<file path="src/rtl/arith_pkg.sv">
// Shared types and constants for the serial arithmetic blocks.
package arith_pkg;

  localparam int unsigned W8 = 8;

  typedef enum logic [1:0] {
    ST_IDLE  = 2'd0,
    ST_SHIFT = 2'd1,
    ST_DONE  = 2'd2
  } state_e;

endpackage

</file>
<file path="src/rtl/full_subtractor.sv">
// One-bit full subtractor: d = a - b - bin, with borrow-out.
module full_subtractor (
  input  logic a,
  input  logic b,
  input  logic bin,
  output logic d,
  output logic bout
);

  assign d    = a ^ b ^ bin;
  assign bout = (~a & b) | (~(a ^ b) & bin);

endmodule

</file>
<file path="src/rtl/sub8_serial.sv">
// Bit-serial unsigned subtractor: A - B, LSB first, through one full subtractor.
module sub8_serial
  import arith_pkg::*;
#(
  parameter int unsigned W = W8
) (
  input  logic         clk,
  input  logic         rst,
  input  logic         start,
  input  logic [W-1:0] A,
  input  logic [W-1:0] B,
  output logic         ready,
  output logic         busy,
  output logic         done,
  output logic [W-1:0] diff,
  output logic         bout,
  output logic [W:0]   out
);

  localparam int unsigned CW = (W > 1) ? $clog2(W) : 1;
  localparam logic [CW-1:0] LAST_BIT = CW'(W - 1);

  state_e        state_q, state_d;
  logic [W-1:0]  a_q, a_d;
  logic [W-1:0]  b_q, b_d;
  logic [W-1:0]  diff_q, diff_d;
  logic          bout_q, bout_d;
  logic          br_q, br_d;
  logic [CW-1:0] cnt_q, cnt_d;
  logic          ready_q, ready_d;
  logic          busy_q, busy_d;
  logic          done_q, done_d;

  logic          fs_d;
  logic          fs_bout;

  full_subtractor u_fs (
    .a    (a_q[0]),
    .b    (b_q[0]),
    .bin  (br_q),
    .d    (fs_d),
    .bout (fs_bout)
  );

  // Next-state and datapath; diff doubles as the LSB-first working register.
  always_comb begin
    state_d = state_q;
    a_d     = a_q;
    b_d     = b_q;
    diff_d  = diff_q;
    bout_d  = bout_q;
    br_d    = br_q;
    cnt_d   = cnt_q;

    unique case (state_q)
      ST_IDLE: begin
        if (start) begin
          state_d = ST_SHIFT;
          a_d     = A;
          b_d     = B;
          br_d    = 1'b0;
          cnt_d   = '0;
        end
      end
      ST_SHIFT: begin
        diff_d = {fs_d, diff_q[W-1:1]};
        a_d    = a_q >> 1;
        b_d    = b_q >> 1;
        br_d   = fs_bout;
        cnt_d  = cnt_q + CW'(1);
        if (cnt_q == LAST_BIT) begin
          state_d = ST_DONE;
          bout_d  = fs_bout;
        end
      end
      ST_DONE: begin
        state_d = ST_IDLE;
      end
      default: begin
        state_d = ST_IDLE;
      end
    endcase

    ready_d = (state_d == ST_IDLE);
    busy_d  = (state_d == ST_SHIFT);
    done_d  = (state_d == ST_DONE);
  end

  always_ff @(posedge clk) begin
    if (rst) begin
      state_q <= ST_IDLE;
      a_q     <= '0;
      b_q     <= '0;
      diff_q  <= '0;
      bout_q  <= 1'b0;
      br_q    <= 1'b0;
      cnt_q   <= '0;
      ready_q <= 1'b1;
      busy_q  <= 1'b0;
      done_q  <= 1'b0;
    end else begin
      state_q <= state_d;
      a_q     <= a_d;
      b_q     <= b_d;
      diff_q  <= diff_d;
      bout_q  <= bout_d;
      br_q    <= br_d;
      cnt_q   <= cnt_d;
      ready_q <= ready_d;
      busy_q  <= busy_d;
      done_q  <= done_d;
    end
  end

  assign ready = ready_q;
  assign busy  = busy_q;
  assign done  = done_q;
  assign diff  = diff_q;
  assign bout  = bout_q;
  assign out   = {bout_q, diff_q};

endmodule

</file>
<file path="config.mk">
export PLATFORM = sky130hd
export DESIGN_NAME = sub8_serial
export DESIGN_NICKNAME = d
export VERILOG_FILES = /design/src/rtl/arith_pkg.sv /design/src/rtl/full_subtractor.sv /design/src/rtl/sub8_serial.sv
export SDC_FILE = /design/constraint.sdc
export NUM_CORES = 1
export LEC_CHECK = 0
export CORE_MARGIN = 2
export CORE_UTILIZATION = 51
export CTS_CLUSTER_DIAMETER = 80
export DETAILED_ROUTE_END_ITERATION = 10
export PLACE_DENSITY = 0.84
export SYNTH_ARGS = -nofsm -noshare
export SYNTH_HDL_FRONTEND = slang
export SYNTH_HIERARCHICAL = 1
export SYNTH_SLANG_ARGS = --single-unit
</file>
<file path="constraint.sdc">
create_clock -name clk -period 1.69 [get_ports clk]
set_input_delay 0.338 -clock clk [delete_from_list [all_inputs] [get_ports clk]]
set_output_delay 0.338 -clock clk [all_outputs]
set_load 0.02 [all_outputs]
</file>
# --- Yosys cells after proc, flatten, opt, wreduce, memory -nomap -nowiden ---
# Cells that the tools add are included.
op_classes:
  addsub: 1
  eq_ne: 5
  muxes: 11
  n_bitwise: 7
  reduce_logical: 5
op_table:
  columns: ["operator", "n"]
  rows:
  - ["case mux 8 bit (2 select lines)", 2]
  - ["2-to-1 mux 8 bit", 2]
  - ["case mux 3 bit (2 select lines)", 1]
  - ["equality test 2 x 1 -> 1 bit (second input constant)", 2]
  - ["zero test 2 bit", 2]
  - ["2-to-1 mux 2 bit", 2]
  - ["case mux 2 bit (2 select lines)", 1]
  - ["AND reduction 2 bit", 2]
  - ["adder 3 x 1 -> 3 bit (second input constant)", 1]
  - ["equality test 3 bit (second input constant)", 1]
  - ["2-to-1 mux 3 bit", 1]
  - ["bitwise AND 1 bit", 2]
  - ["equality test 2 bit (second input constant)", 1]
  - ["!= test 2 bit (second input constant)", 1]
  - ["NOT 1 bit", 2]
  - ["case mux 1 bit (2 select lines)", 1]
  - ["nonzero test 2 bit", 1]
  - ["bitwise XOR 1 bit", 2]
  - ["2-to-1 mux 1 bit", 1]
  - ["OR 1 bit", 1]
word_totals:
  ff_bits: 34
  in_bits: 19
  output_inout_bits: 21
  word_cells: 39

# --- Logic depth before layout (Yosys ltp) ---
depth:
  word_depth: 5
  ltp_mapped: 5

# --- Cells and area by module ---
# The synthesis kept the hierarchy.
modules_own_cells:
  columns: ["mod", "n_inst", "cells_per_inst", "area_per_inst_um2", "seq_area_each_um2"]
  rows:
  - ["sub8_serial", 1, 147, 1458.9, 680.7]
  - ["full_subtractor", 1, 4, 31.3, 0.0]

# --- Worst setup path after synthesis ---
# No wires, ideal clock.
synth_path:
  kind: "register to register"
  start: "reg cnt_q[0]"
  end: "reg bout_q, in the netlist bout"
  setup_ns: 0.071
  arrival_ns: 0.994
  required_time_ns: 1.619
  path_slack_ns: 0.625
  stages_incl_launch_ff: 6
  n_path_buf: 0
  path_cell_list: "dfxtp_1 > ha_1 > ha_1 > nand3b_1 > nand2_1 > a21oi_1"
synth_via:
  elab_chain_len: 2
synth_lines:
  columns: ["element", "line_no", "text"]
  rows:
  - ["start, declared", "sub8_serial.sv:29", "logic [CW-1:0] cnt_q, cnt_d;"]
  - ["start signal, assigned", "sub8_serial.sv:108", "cnt_q <= cnt_d;"]
  - ["equality test 3 bit", "sub8_serial.sv:71", "if (cnt_q == LAST_BIT) begin"]
  - ["AND reduction 2 bit (no line)", null, null]
  - ["end signal, assigned", "sub8_serial.sv:106", "bout_q <= bout_d;"]
  - ["end, declared", "sub8_serial.sv:27", "logic bout_q, bout_d;"]
# No other way between the ends.
# A chain may end at the register's enable or synchronous reset.

# --- Worst setup path after layout ---
layout_path:
  start: "reg ready_q, in the netlist ready"
  end: "out ready"
layout_rtl:
  columns: ["element", "line_no", "text"]
  rows:
  - ["start, declared", "sub8_serial.sv:30", "logic ready_q, ready_d;"]
  - ["start signal, assigned", "sub8_serial.sv:109", "ready_q <= ready_d;"]
  - ["end, declared", "sub8_serial.sv:12", "output logic ready,"]
# No word-level cell between the ends.

==> impl_metrics.toml <==
[run]
cap_violations = 0

[placement]
port_buffers = 39
dp_hpwl_mm = 2.11
gp_congestion = 0.739
post-place-ws_ns = 0.0952

[global_route]
grt_pass1_wl_mm = 4.57
grt_usage_pct = 18.4
grt.overflow.total = 0
grt_max_degree = 30
grt_pass1_vias = 1062
grt_antenna_before_repair = 0

[detailed_routing]
drtPass1Iterations = 4
avgViaCountPerCell = 5.17
finalWirelength_mm = 2.77
wl_per_cell_um = 12.8
vias = 1116
postRouteAntennaNets = 0
drc = 0
drt-initial-drc-count = 39

[logic_synthesis]
synth_flop_cell = "dfxtp_1"
yosysSeqAreaShare_pct = 45.7
syn_area_mm2 = 0.00149
synthCells = 151
ys_seq_elements = 34
synth_edf_count = 0
async_flop_share_pct = 0
post_synth_num_cell_types = 25
synth.net_count = 173
avgSynthCellArea_um2 = 9.87
yosysWarnings = 6

[sta]
setup_slack_ns = 0.103
max_freq_mhz = 630
worst-slew-pin-transition_ns = 0.396
fin_crit_sh_pct = 93.9
clock_skew_ns = 0.00802
setup_viol = 0
rsz0062_at_grt = "false"
slew_headroom_pct = 73.6
fin_crit_ns = 1.59
fin_tns_setup_ns = 0
slew_viol_final = 0
finalHoldViolCount = 0

[floorplan]
die_h_um = 58.1
dieArea_mm2 = 0.00337
rows = 19
start_util_pct = 54.0
core_mm2 = 0.00276
die_x_um = 58.1
num_io_pins = 40

[clock_tree]
clock-sinks = 34
ctsHoldBuffers = 0
ctsRootBufferMaster = "clkbuf_4"
cts_buffer_depth = 2
cts_tree = "done"
clk_latency_ns = 0.33
clk_pin_slew_ns = 0.09
postCtsSetupBuffers = 0
htree_levels = 2
cts_buffers = 5

[min_path]
min_from = "diff[0]"
hold_class = "flop to flop"

[power_and_ir_drop]
powerDensity_mw_per_mm2 = 847
ir_drop_uv = 592
leakage_nw = 1.04

[setup_path]
worstPathRequired_ns = 1.35
cp-start-kind = "flop"
critPathMaxStageDelay_ns = 0.60
arrival_ns = 1.25
worstSetupEndpointType = "output pin"
critPathBufInv = 1
crit_path_max_fanout = 1
worstSetupPathType = "flop to output pin"
path_cells = "clkdlybuf4s50_1"
critPathSlowestCell = "clkdlybuf4s50_1"
critPathLaunch = "ready"
cp_top_family = "buffers and inverters"
r2r_start = "state_q[0]"

[finish]
drive_above_1_share_pct = 14.1
nFillCells = 223
area_growth_pct = 30.6
diodes = 0
final_common_cell = "dfxtp_1"
nets = 206
mostFrequentLayoutCells = "dfxtp_1, nor2_1, clkdlybuf4s50_1"

[run_status]
outcome = "complete, no violations"
## metal layers
layer / vias up / wire length [um] / global-route usage [%]
li1: 575 / - / -
met1: 496 / 1090 / 18.1
met2: 41 / 1430 / 34.1
met3: 4 / 205 / 4.69
met4: 0 / 38 / 11.0
met5: - / 0 / 0
## registers in the layout, summed over array words and instances (netlist names)
name,cells
a_q,8
b_q,8
diff,8
cnt_q,3
state_q,2
bout,1
br_q,1
busy,1
done,1
ready,1
## repair_timing
item / in CTS / in global routing
hold endpoints to repair: 0 / 0
gates cloned: 0 / 0
resized for setup: 2 / 16
setup endpoints to repair: 3 / 16
## layout make-up
type                       count  area (um2)  area share (%)
inverter                       3        11.3           0.578
sequential                    34         681            35.0
timing repair buffer          45         485            24.9
clock buffer                   8        78.8            4.05
multi-input combinational     95         652            33.5
tap                           31        38.8            1.99
## final timing paths
check,endpoint,slack (ns),depth (start not counted)
setup / recovery,ready,0.10,1
setup reg to reg,bout,0.45,3
hold / removal,diff[0],0.47,2
hold reg to reg,diff[0],0.47,2
## through the flow
stage	instances	util, %	hold WS [ns]	total power [W]	area [um2]
floorplan	151	-	0.411	0.00105	1490
global placement	208	66.4	0.454	0.00112	1830
detailed placement	208	66.4	0.467	0.00114	1830
CTS	216	69.1	0.480	0.00167	1910
global route	216	70.6	0.513	0.00174	1950
finish	216	70.6	0.469	0.00165	1950
## cell families (layout without fill, tap and decap cells)
group / count (synthesis) / count (layout) / synth area share [%]
muxes: 15 / 15 / 10.1
adders and majority gates: 3 / 3 / 3.02
AOI/OAI and AO/OA: 32 / 32 / 18.1
and+or+nand+nor: 45 / 45 / 12.6
buffers and inverters: 22 / 56 / 10.6
DFF: 34 / 34 / 45.7
## power breakdown
group | leakage, nW | switching [W] | internal, W
clock | 0.0446 | 0.000249 | 0.000284
combinational | 0.717 | 0.000119 | 0.000126
sequential | 0.279 | 0.0000262 | 0.000844
## synth_stat cells (all sizes together), types with 2 or more instances
| cell | n | area share, % |
|---|---|---|
| inv | 3 | 0.76 |
| ha | 2 | 1.7 |
| clkbuf | 3 | 0.76 |
| a22oi | 5 | 2.5 |
| nand2 | 17 | 4.3 |
| dfxtp | 34 | 46 |
| buf | 16 | 9.1 |
| a21oi | 11 | 3.7 |
| nor2 | 22 | 5.5 |
| a211oi | 14 | 10 |
| mux2i | 15 | 10 |
No activity file was read; power rests on OpenSTA's default activity.
